`config.mk`:
```
export PLATFORM = sky130hd
export DESIGN_NAME = sdp_fifo_ctrl_flat
export DESIGN_NICKNAME = d
export VERILOG_FILES = /design/src/rtl/sdp_fifo_ctrl_pkg.sv /design/src/rtl/sdp_fifo_ctrl_if.sv /design/src/rtl/sdp_fifo_ctrl_ptr.sv /design/src/rtl/sdp_fifo_ctrl.sv /design/src/flat_wrapper.sv
export SDC_FILE = /design/constraint.sdc
export NUM_CORES = 1
export LEC_CHECK = 0
export BUFFER_PORTS_ARGS = -buffer_cell sky130_fd_sc_hd__buf_4
export CORE_AREA = 5 5 50 52
export DETAILED_ROUTE_END_ITERATION = 12
export DIE_AREA = 0 0 55 57
export GPL_ROUTABILITY_DRIVEN = 1
export PLACE_DENSITY = 0.83
export SETUP_SLACK_MARGIN = 0.2
export SLEW_MARGIN = 40
export SYNTH_ARGS = -nofsm -noshare
export SYNTH_HDL_FRONTEND = slang
export SYNTH_SLANG_ARGS = --single-unit
```
`constraint.sdc`:
```
create_clock -name clock -period 3.8 [get_ports clock]
set_input_delay 0.76 -clock clock [delete_from_list [all_inputs] [get_ports clock]]
set_output_delay 0.76 -clock clock [all_outputs]
set_load 0.005 [all_outputs]
```
`src/rtl/sdp_fifo_ctrl_pkg.sv`:
```
// ============================================================================
// Module  : sdp_fifo_ctrl_pkg
// Brief   : Shared defaults and a depth helper for the SDP FIFO controller.
// Revision: 1.0 - initial release
// ============================================================================
`default_nettype none

package sdp_fifo_ctrl_pkg;

   localparam int DEFAULT_DATA_WIDTH = 8;
   localparam int DEFAULT_ADDR_WIDTH = 4;

   function automatic int fifo_depth(input int addr_width);
      return 1 << addr_width;
   endfunction

endpackage

`default_nettype wire

```
`src/rtl/sdp_fifo_ctrl_if.sv`:
```
// ============================================================================
// Module  : sdp_fifo_ctrl_if
// Brief   : Stream-in, stream-out and RAM-port bundle of the SDP FIFO controller.
// Revision: 1.0 - initial release
// ============================================================================
`default_nettype none

interface sdp_fifo_ctrl_if
   import sdp_fifo_ctrl_pkg::*;
#(
   parameter int DATA_WIDTH = DEFAULT_DATA_WIDTH,
   parameter int ADDR_WIDTH = DEFAULT_ADDR_WIDTH
) ();

   logic                  in_valid;
   logic                  in_ready;
   logic [DATA_WIDTH-1:0] in_data;
   logic                  out_valid;
   logic                  out_ready;
   logic [DATA_WIDTH-1:0] out_data;
   logic [ADDR_WIDTH+1:0] count;
   logic                  ram_wenable;
   logic [ADDR_WIDTH-1:0] ram_waddr;
   logic [DATA_WIDTH-1:0] ram_wdata;
   logic                  ram_renable;
   logic [ADDR_WIDTH-1:0] ram_raddr;
   logic [DATA_WIDTH-1:0] ram_rdata;

   // Controller side
   modport slave (
      input  in_valid, in_data, out_ready, ram_rdata,
      output in_ready, out_valid, out_data, count,
             ram_wenable, ram_waddr, ram_wdata, ram_renable, ram_raddr
   );

   // Producer / consumer / RAM side
   modport master (
      output in_valid, in_data, out_ready, ram_rdata,
      input  in_ready, out_valid, out_data, count,
             ram_wenable, ram_waddr, ram_wdata, ram_renable, ram_raddr
   );

endinterface

`default_nettype wire

```
`src/rtl/sdp_fifo_ctrl_ptr.sv`:
```
// ============================================================================
// Module  : sdp_fifo_ctrl_ptr
// Brief   : Wrapping FIFO pointer (fifo_ptr) with increment enable.
// Revision: 1.0 - initial release
// ============================================================================
`default_nettype none

module sdp_fifo_ctrl_ptr #(
   parameter int WIDTH = 5
) (
   input  logic             clock,
   input  logic             reset,
   input  logic             inc_i,
   output logic [WIDTH-1:0] ptr_o
);

   logic [WIDTH-1:0] ptr_q;
   logic [WIDTH-1:0] ptr_d;

   always_comb begin
      ptr_d = ptr_q + WIDTH'(inc_i);
   end

   always_ff @(posedge clock) begin
      if (reset) begin
         ptr_q <= '0;
      end else begin
         ptr_q <= ptr_d;
      end
   end

   assign ptr_o = ptr_q;

endmodule

`default_nettype wire

```
`src/rtl/sdp_fifo_ctrl.sv`:
```
// ============================================================================
// Module  : sdp_fifo_ctrl
// Brief   : FWFT FIFO controller driving an external registered-read SDP RAM;
//           the RAM read register acts as the output stage.
// Revision: 1.0 - initial release
// ============================================================================
`default_nettype none

module sdp_fifo_ctrl
   import sdp_fifo_ctrl_pkg::*;
#(
   parameter int DATA_WIDTH = DEFAULT_DATA_WIDTH,
   parameter int ADDR_WIDTH = DEFAULT_ADDR_WIDTH
) (
   input  logic           clock,
   input  logic           reset,
   sdp_fifo_ctrl_if.slave bus
);

   localparam int                   PTR_WIDTH = ADDR_WIDTH + 1;
   localparam logic [PTR_WIDTH-1:0] c_DEPTH   = PTR_WIDTH'(fifo_depth(ADDR_WIDTH));

   logic [PTR_WIDTH-1:0] w_wptr;
   logic [PTR_WIDTH-1:0] w_rptr;
   logic [PTR_WIDTH-1:0] w_ram_count;
   logic                 w_ram_full;
   logic                 w_ram_empty;
   logic                 w_in_ready;
   logic                 w_push;
   logic                 w_pop;
   logic                 w_load;
   logic                 out_valid_q;
   logic                 out_valid_d;

   sdp_fifo_ctrl_ptr #(
      .WIDTH (PTR_WIDTH)
   ) u_wptr (
      .clock (clock),
      .reset (reset),
      .inc_i (w_push),
      .ptr_o (w_wptr)
   );

   sdp_fifo_ctrl_ptr #(
      .WIDTH (PTR_WIDTH)
   ) u_rptr (
      .clock (clock),
      .reset (reset),
      .inc_i (w_load),
      .ptr_o (w_rptr)
   );

   // Registered wptr in ram_empty keeps a word from being read in its write cycle
   always_comb begin
      w_ram_count = w_wptr - w_rptr;
      w_ram_full  = (w_ram_count == c_DEPTH);
      w_ram_empty = (w_ram_count == '0);
      w_in_ready  = ~reset & ~w_ram_full;
      w_push      = bus.in_valid & w_in_ready;
      w_pop       = out_valid_q & bus.out_ready;
      w_load      = ~w_ram_empty & (~out_valid_q | bus.out_ready) & ~reset;
   end

   always_comb begin
      out_valid_d = out_valid_q;
      if (w_load) begin
         out_valid_d = 1'b1;
      end else if (w_pop) begin
         out_valid_d = 1'b0;
      end
   end

   always_ff @(posedge clock) begin
      if (reset) begin
         out_valid_q <= 1'b0;
      end else begin
         out_valid_q <= out_valid_d;
      end
   end

   assign bus.in_ready    = w_in_ready;
   assign bus.out_valid   = out_valid_q;
   assign bus.out_data    = bus.ram_rdata;
   assign bus.count       = {1'b0, w_ram_count} + {{PTR_WIDTH{1'b0}}, out_valid_q};
   assign bus.ram_wenable = w_push;
   assign bus.ram_waddr   = w_wptr[ADDR_WIDTH-1:0];
   assign bus.ram_wdata   = bus.in_data;
   assign bus.ram_renable = w_load;
   assign bus.ram_raddr   = w_rptr[ADDR_WIDTH-1:0];

endmodule

`default_nettype wire

```
`src/flat_wrapper.sv`:
```
// flat-port wrapper written by rule: the top's interface ports become plain ports
module sdp_fifo_ctrl_flat import sdp_fifo_ctrl_pkg::*;
#(
   parameter int DATA_WIDTH = DEFAULT_DATA_WIDTH,
   parameter int ADDR_WIDTH = DEFAULT_ADDR_WIDTH
)
  (clock, reset, bus_in_valid, bus_in_data, bus_out_ready, bus_ram_rdata, bus_in_ready, bus_out_valid, bus_out_data, bus_count, bus_ram_wenable, bus_ram_waddr, bus_ram_wdata, bus_ram_renable, bus_ram_raddr);
  sdp_fifo_ctrl_if #(.DATA_WIDTH(DATA_WIDTH), .ADDR_WIDTH(ADDR_WIDTH)) bus_i ();
  input  logic clock;
  input  logic reset;
  input wire logic [$bits(bus_i.in_valid)-1:0] bus_in_valid;
  input wire logic [$bits(bus_i.in_data)-1:0] bus_in_data;
  input wire logic [$bits(bus_i.out_ready)-1:0] bus_out_ready;
  input wire logic [$bits(bus_i.ram_rdata)-1:0] bus_ram_rdata;
  output wire logic [$bits(bus_i.in_ready)-1:0] bus_in_ready;
  output wire logic [$bits(bus_i.out_valid)-1:0] bus_out_valid;
  output wire logic [$bits(bus_i.out_data)-1:0] bus_out_data;
  output wire logic [$bits(bus_i.count)-1:0] bus_count;
  output wire logic [$bits(bus_i.ram_wenable)-1:0] bus_ram_wenable;
  output wire logic [$bits(bus_i.ram_waddr)-1:0] bus_ram_waddr;
  output wire logic [$bits(bus_i.ram_wdata)-1:0] bus_ram_wdata;
  output wire logic [$bits(bus_i.ram_renable)-1:0] bus_ram_renable;
  output wire logic [$bits(bus_i.ram_raddr)-1:0] bus_ram_raddr;
  assign bus_i.in_valid = bus_in_valid;
  assign bus_i.in_data = bus_in_data;
  assign bus_i.out_ready = bus_out_ready;
  assign bus_i.ram_rdata = bus_ram_rdata;
  assign bus_in_ready = bus_i.in_ready;
  assign bus_out_valid = bus_i.out_valid;
  assign bus_out_data = bus_i.out_data;
  assign bus_count = bus_i.count;
  assign bus_ram_wenable = bus_i.ram_wenable;
  assign bus_ram_waddr = bus_i.ram_waddr;
  assign bus_ram_wdata = bus_i.ram_wdata;
  assign bus_ram_renable = bus_i.ram_renable;
  assign bus_ram_raddr = bus_i.ram_raddr;
  sdp_fifo_ctrl #(.DATA_WIDTH(DATA_WIDTH), .ADDR_WIDTH(ADDR_WIDTH)) u_core (.clock(clock), .reset(reset), .bus(bus_i));
endmodule
```
After elaboration in Yosys (flattened, before gate mapping)
Cells that the tools add are included.

word-level totals
  flip-flop bits (word level) = 11
  input bits = 20
  output and inout port bits = 34
  logic and storage cells = 22

operators by class
  add/subtract/negate cells = 4
  equality and inequality tests = 1
  mux-type cells = 2
  bitwise logic cells = 10
  reduce and logical (&&, ||, !) cells = 2

operators by type and width
  kind                                    number
  5-bit by 1-bit adder with 5-bit output  2
  5-bit by 1-bit adder with 6-bit output  1
  1-bit AND                               5
  5-bit == test (second input constant)   1
  5-bit zero test                         1
  5-bit subtractor                        1
  1-bit NOT                               4
  1-bit two-way mux                       2
  2-bit nonzero test                      1
  1-bit bitwise OR                        1

Longest topological paths before layout
Gate-level depths: netlist (run 1).

  depth in word-level cells = 6
  depth in mapped cells = 12
  depth with buffers taken out = 12

Hierarchy
From an unflattened synthesis (run 1), not the netlist that was laid out.

second synthesis, totals
  cell total of the unflattened synthesis = 96
  area total of the unflattened synthesis = 874.6 sq um

modules (own cells, without submodules)
  module             times used  cells an instance  area each (sq um)
  sdp_fifo_ctrl      1           58                 454.2
  sdp_fifo_ctrl_ptr  2           19                 210.2

Worst setup path before layout (run 1)
OpenSTA, ideal clock, no wires.

  kind = register to output
  start point = register u_core.u_wptr.ptr_q[0] (netlist: u_core.u_wptr.ptr_o[0])
  end point = output bus_count[4]
  arrival = 1.868 ns
  path slack = 1.172 ns
  stages on the path, launching flop included = 8
  buffers on the path = 0
  cells stage by stage = dfxtp_1 > inv_1 > ha_1 > fa_1 > inv_1 > ha_1 > or4b_4 > xnor2_1

between the ends
  longest elaborated chain between the ends = 2

RTL lines
  what                                    line                     RTL
  from (decl)                             sdp_fifo_ctrl_ptr.sv:17  logic [WIDTH-1:0] ptr_q;
  from (signal assigned)                  sdp_fifo_ctrl_ptr.sv:28  ptr_q <= ptr_d;
  5-bit subtractor                        sdp_fifo_ctrl.sv:55      w_ram_count = w_wptr - w_rptr;
  5-bit by 1-bit adder with 6-bit output  sdp_fifo_ctrl.sv:84      assign bus.count = {1'b0, w_ram_count} + {{PTR_WIDTH{1'b0}}, out_valid_q};
  to (decl)                               flat_wrapper.sv:18       output wire logic [$bits(bus_i.count)-1:0] bus_count;

No other way between the ends.

Worst setup path in the final report (run 1)
Same ends and word-level chain as after synthesis.

==> flow_summary.json, run 1 <==
{
  "status": "finished clean",
  "cts_max_level": 1,
  "dr.pass1.iters": 4,
  "vias": 604,
  "max_freq_mhz": 323,
  "antenna_found_initial": 0,
  "clk_pin_slew_worst_paths_ns": 0.07,
  "yosysSeqAreaShare": 0.248,
  "syn_inst": 101,
  "cts_sinks": 11,
  "core-area_um2": 2060,
  "crit_required_ns": 3.04,
  "cts_setup_buffers": 0,
  "synth.yosys.warnings": 0,
  "die_x_um": 55,
  "rows": 17,
  "min_to": "u_core.u_rptr.ptr_o[4]",
  "netlist_area_um2": 890,
  "drv_cap": 0,
  "holdCritStartpoint": "u_core.u_rptr.ptr_o[4]",
  "grt_pass1_wl_um": 2700,
  "power_uw": 540,
  "gp_congestion": 0.837,
  "setup_viol": 0,
  "cp-start-kind": "register",
  "io_buffers": 21,
  "finalClockSkew_ns": 0.00531,
  "grt_max_degree": 15,
  "powerDensity_nw_per_um2": 584,
  "mostFrequentLayoutCell": "buf_4",
  "regArea_um2": 220,
  "area_growth_pct": 3.94,
  "ys_ff_latch": 11,
  "report.final.slew_viol_count": 0,
  "grt-ovfl-total": 0,
  "n_antenna_cell": 0,
  "cts_buffers": 3,
  "yosysTopAreaCell": "dfxtp_1",
  "viasPerCell": 4.68,
  "stdcell_count": 129,
  "r2r_end": "u_core.u_rptr.ptr_o[4]",
  "synth_cell_types": 22,
  "multi_input_area_um2": 459,
  "hold_ws_ns": 0.537,
  "hold_path.class": "register to register",
  "cts-hold-fix-buffers": 0,
  "drc_errors": 0,
  "die_y_um": 57,
  "ff2ff_path_depth": 12,
  "slew-limit-headroom": 0.743,
  "synthTopCellsByArea": "dfxtp_1, buf_4, ha_1",
  "avgSynthCellArea_um2": 8.81,
  "grt_use_total": 0.116,
  "clock_latency_ns": 0.27,
  "rsz0062_at_grt": "false",
  "final-hold-violation-count": 0,
  "fin_nets": 133,
  "dp_cells": 125,
  "clockBufferDepth": 2,
  "avgRoutedWirePerCell_um": 12.4,
  "final_core_util": 0.448,
  "worstSetupEndpointType": "output pin",
  "period_needed_ns": 3.10,
  "nFillCells": 201,
  "routed_wl_um": 1600,
  "r2r_setup_slack_ns": 1.04,
  "start_util": 0.431,
  "rr_startpoint": "u_core.u_wptr.ptr_o[0]",
  "cts_root_buf": "clkbuf_4",
  "grt_pass1_vias": 643,
  "worst_slew_pin_slew_ns": 0.383,
  "drive_gt1_frac": 0.257,
  "ios": 54,
  "syn-num-nets": 132,
  "arrival_ns": 2.34,
  "fin_crit_sh": 0.815,
  "netlist.area_leader.share": 0.248,
  "cts_tree": "yes",
  "drt-initial-drc-count": 11,
  "detail-route-antenna-nets": 0,
  "final.setup.tns_ns": 0,
  "ir_drop_mv": 0.286,
  "hpwl_um": 1360,
  "leakage_uw": 0.000443,
  "crit_type": "register to output pin",
  "mostFrequentLayoutCells": "buf_4, dfxtp_1, ha_1",
  "min_path_cells": 2,
  "ctsResizeCount": 0,
  "dieArea_um2": 3140,
  "worstPathMaxFanout": 3
}
worst max-delay path: stages, from the launching register on:
cell	delay (ns)
dfxtp_1	0.35
inv_1	0.05
ha_1	0.19
fa_1	0.46
inv_1	0.09
ha_1	0.18
or4b_4	0.47
xnor2_1	0.14
buf_4	0.15
worst max-delay path by stage:
stage	startpoint	to	slack (ns)	cells past startpoint
CTS	u_core.u_wptr.ptr_o[0]	bus_count[4]	0.68	8
global placement	u_core.u_wptr.ptr_o[0]	bus_ram_renable	1.04	8
detailed placement	u_core.u_wptr.ptr_o[0]	bus_count[4]	0.98	8
floorplan	u_core.u_wptr.ptr_o[0]	bus_count[4]	1.17	7
global route	u_core.u_rptr.ptr_o[2]	bus_count[4]	0.56	7
finish	u_core.u_wptr.ptr_o[0]	bus_count[4]	0.70	8
registers in the layout (all words and copies together) (netlist names):
signal and count:
u_core.bus.out_valid 1, u_core.u_rptr.ptr_o 5, u_core.u_wptr.ptr_o 5
final cells by class:
type / count / area share
Tap cell: 28 / 0.0379
Timing Repair Buffer: 21 / 0.171
Clock buffer: 4 / 0.0284
Sequential cell: 11 / 0.238
Multi-Input combinational cell: 58 / 0.497
Inverter: 7 / 0.0284
through the flow:
stage | area [um^2] | setup WS, ns
after floorplan | 890 | 1.17
after global placement | 898 | 1.04
after detailed placement | 898 | 0.978
after CTS | 925 | 0.678
after global routing | 925 | 0.557
final | 925 | 0.701
per-layer routing:
layer / wire (um) / GRT usage / vias to the layer above / part of all wire
met2: 821 / 0.206 / 25 / 0.51
met5: 0 / 0 / - / 0
li1: - / - / 303 / -
met4: 65 / 0.0868 / 0 / 0.041
met3: 105 / 0.0183 / 8 / 0.066
met1: 605 / 0.114 / 268 / 0.38
synth_stat cells (all sizes together):
cell type  instances
and3b              1
fa                 1
a31oi              1
xnor2              6
buf               24
dfxtp             11
a21oi              5
nand2b             3
a21boi             1
nor2b              4
nor3               1
or4b               1
nand3              4
ha                10
nor2               8
or2b               1
inv                7
o2111a             1
xor2               7
nand3b             2
or2                1
clkbuf             1
cells by family after synthesis:
group,after synthesis,synth area share
buffers and inverters,32,0.236
and+or+nand+nor,26,0.169
xor gates and xnor gates,13,0.128
adders and majority gates,11,0.163
DFF,11,0.248
AOI/OAI and AO/OA,8,0.0563
where the power goes:
part           internal, uW  switching (uW)  leakage [uW]
Combinational           172             142      0.000338
Sequential              131            15.2     0.0000895
Clock                  40.6            39.9     0.0000150
Total                   343             197      0.000443
No activity file was read; power rests on OpenSTA's default activity.
==> run 2: changes to the inputs <==
--- a/config.mk
+++ b/config.mk
@@ -5,12 +5,13 @@
 export SDC_FILE = /design/constraint.sdc
 export NUM_CORES = 1
 export LEC_CHECK = 0
+export ABC_AREA = 1
 export BUFFER_PORTS_ARGS = -buffer_cell sky130_fd_sc_hd__buf_4
-export CORE_AREA = 5 5 50 52
+export CORE_AREA = 5 5 56 58
 export DETAILED_ROUTE_END_ITERATION = 12
-export DIE_AREA = 0 0 55 57
+export DIE_AREA = 0 0 61 63
 export GPL_ROUTABILITY_DRIVEN = 1
-export PLACE_DENSITY = 0.83
+export PLACE_DENSITY = 0.74
 export SETUP_SLACK_MARGIN = 0.2
 export SLEW_MARGIN = 40
 export SYNTH_ARGS = -nofsm -noshare
==> constraint.sdc (replaced) <==
create_clock -name clock -period 2.7 [get_ports clock]
set_input_delay 0.54 -clock clock [delete_from_list [all_inputs] [get_ports clock]]
set_output_delay 0.54 -clock clock [all_outputs]
set_load 0.005 [all_outputs]
==> run 2 against run 1 <==
  * Power is 120% higher
  * Largest cell class unchanged
  * Cell area rose by 31%
  * Worst hold slack got worse by 0.019 ns
  * Highest routed layer unchanged
  * Combinational power grew to 2.8 times the previous value
  * Clock-buffer cell count unchanged
  * Synthesized cell count rose by 32%
  * Non-clock buffer count up 11
  * Final cell count increased by 36%
==> flow_summary.json, run 2 <==
{
  "status": "finished clean",
  "max_freq_mhz": 402,
  "crit_required_ns": 2.16,
  "area_growth_pct": 22.7,
  "post-place-ws_ns": 0.191,
  "io_buffers": 21,
  "fin_crit_sh": 0.922,
  "final-hold-violation-count": 0,
  "worstSetupEndpointType": "output pin",
  "slew-limit-headroom": 0.842,
  "syn-num-nets": 164,
  "yosysSeqAreaShare": 0.223,
  "drive_gt1_frac": 0.521,
  "cts_tree": "yes",
  "synth_flop_cell": "dfxtp_1",
  "grt_max_degree": 12,
  "ir_drop_mv": 0.589,
  "avgSynthCellArea_um2": 7.42,
  "die_x_um": 61,
  "synth.yosys.warnings": 0,
  "grt-ovfl-total": 0,
  "leakage_uw": 0.000622,
  "cp_cell_sequence": "inv_2, ha_4, fa_2, inv_2, ha_4, inv_4, nor2_4, buf_6, nor2_2, buf_4",
  "synthTopCellsByArea": "dfxtp_1, buf_4, ha_1",
  "cpMaxStageDelayCell": "fa_2",
  "dieArea_um2": 3840,
  "cts_root_buf": "clkbuf_4",
  "crit_type": "register to output pin",
  "grt_pass1_vias": 843,
  "period_needed_ns": 2.49,
  "start_util": 0.378,
  "detail-route-antenna-nets": 0,
  "synth-edff-count": 0,
  "grt_use_total": 0.119,
  "netlist_area_um2": 987,
  "ys_ff_latch": 11,
  "synth_cell_types": 22,
  "antenna_found_initial": 0,
  "cts_buffers": 3,
  "worstPathMaxFanout": 3,
  "clockBufferDepth": 2,
  "gp_congestion": 0.805,
  "synth_common_cells": "buf_4, inv_1, nand2_1, nor2_1, dfxtp_1",
  "clk_pin_slew_worst_paths_ns": 0.07,
  "arrival_ns": 1.95,
  "core-area_um2": 2620,
  "cp-start-kind": "register",
  "dr.pass1.iters": 4,
  "cts_max_level": 1,
  "synth-async-reset-ratio": 0,
  "report.final.slew_viol_count": 0,
  "mostFrequentLayoutCells": "buf_4, inv_1, nand2_1, nor2_1",
  "drv_cap": 0,
  "die_y_um": 63,
  "mostFrequentLayoutCell": "buf_4",
  "hpwl_um": 1540,
  "fin_nets": 176,
  "cts_sinks": 11,
  "n_antenna_cell": 0,
  "ios": 54,
  "finalClockSkew_ns": 0.00208,
  "critPathMaxStageDelay_ns": 0.55,
  "rows": 19,
  "viasPerCell": 4.65,
  "hold_ws_ns": 0.518,
  "setup_viol": 0,
  "hold_path.class": "input port to register",
  "clock_latency_ns": 0.27,
  "yosysTopAreaCell": "dfxtp_1",
  "rsz0062_at_grt": "true",
  "netlist.area_leader.share": 0.223,
  "syn_inst": 133,
  "grt_pass1_wl_um": 3390,
  "worst_slew_pin_slew_ns": 0.237,
  "power_uw": 1210,
  "synth_most_common_cell": "buf_4",
  "avgRoutedWirePerCell_um": 12.4,
  "setup_slack_ns": 0.212,
  "final_core_util": 0.463,
  "vias": 813,
  "powerDensity_nw_per_um2": 1000,
  "drt-initial-drc-count": 11,
  "drc_errors": 0,
  "final.setup.tns_ns": 0,
  "nFillCells": 257,
  "routed_wl_um": 2180
}
-- run 2: cell types whose count changed after synthesis, moves of 4 or more --
cell     before  now
nand2_1       0   16
inv_1         7   21
nor2b_1       4    0
nor2_1        8   13
nor2_2        0    4
nand2_2       0    4
-- run 2: path summary, 6_finish.rpt --
kind                          startpoint                     end  slack [ns]  depth (start not counted)
hold reg to reg   u_core.u_rptr.ptr_o[3]  u_core.u_rptr.ptr_o[3]        0.54                          2
hold / removal                     reset    u_core.bus.out_valid        0.52                          2
setup reg to reg  u_core.u_wptr.ptr_o[0]  u_core.u_wptr.ptr_o[4]        0.33                         18
setup / recovery  u_core.u_wptr.ptr_o[0]            bus_count[2]        0.21                         10
-- run 2: kinds of logic (layout without fill, tap and decap cells) --
| family | after synthesis | count (layout) | share of synthesized area |
|---|---|---|---|
| xor+xnor | 7 | 7 | 0.0621 |
| fa+ha+maj | 11 | 11 | 0.147 |
| simple gates | 51 | 51 | 0.261 |
| flops | 11 | 11 | 0.223 |
| compound gates | 5 | 5 | 0.0330 |
| buf+inv | 48 | 59 | 0.274 |
-- run 2: per-layer routing --
layer  wire [um]  GRT usage  vias up
met1         759      0.109      367
met4         119      0.111        0
li1            -          -      403
met2        1190      0.202       29
met3         101     0.0269       14
met5           0          0        -
-- run 2: metrics by stage --
| stage | instances | area [um^2] |
|---|---|---|
| after floorplan | 133 | 987 |
| after global placement | 160 | 1000 |
| after global routing | 175 | 1210 |
| after CTS | 174 | 1140 |
| final | 175 | 1210 |
| after detailed placement | 160 | 1000 |
-- run 2: timing repair --
| action | CTS | global route |
|---|---|---|
| buffers inserted | 10 | 1 |
| endpoints found under the setup margin | 8 | 9 |
| cloned | 0 | 0 |
| pin swaps | 10 | 11 |
| gates resized for setup | 13 | 20 |
| hold buffers | 0 | 0 |
-- run 2: final cells by class --
type | count | area [um^2] | area share
Clock buffer | 4 | 26.3 | 0.0217
Inverter | 23 | 91.3 | 0.0754
Multi-Input combinational cell | 74 | 586 | 0.483
Sequential cell | 11 | 225 | 0.186
Tap cell | 31 | 38.8 | 0.0320
Timing Repair Buffer | 32 | 244 | 0.201
-- run 2: report_power, final --
part,switching (uW),internal [uW],leakage [uW],total [uW]
clock network,56.7,57.2,0.0000150,114
logic,412,475,0.000516,887
registers,25.6,187,0.0000911,212
-- run 2: worst max-delay path: cells and delay by family, from the launching register on --
kind / cells / cell delay (ns)
adders and majority gates: 3 / 0.86
buffers and inverters: 5 / 0.37
DFF: 1 / 0.34
and+or+nand+nor: 2 / 0.10
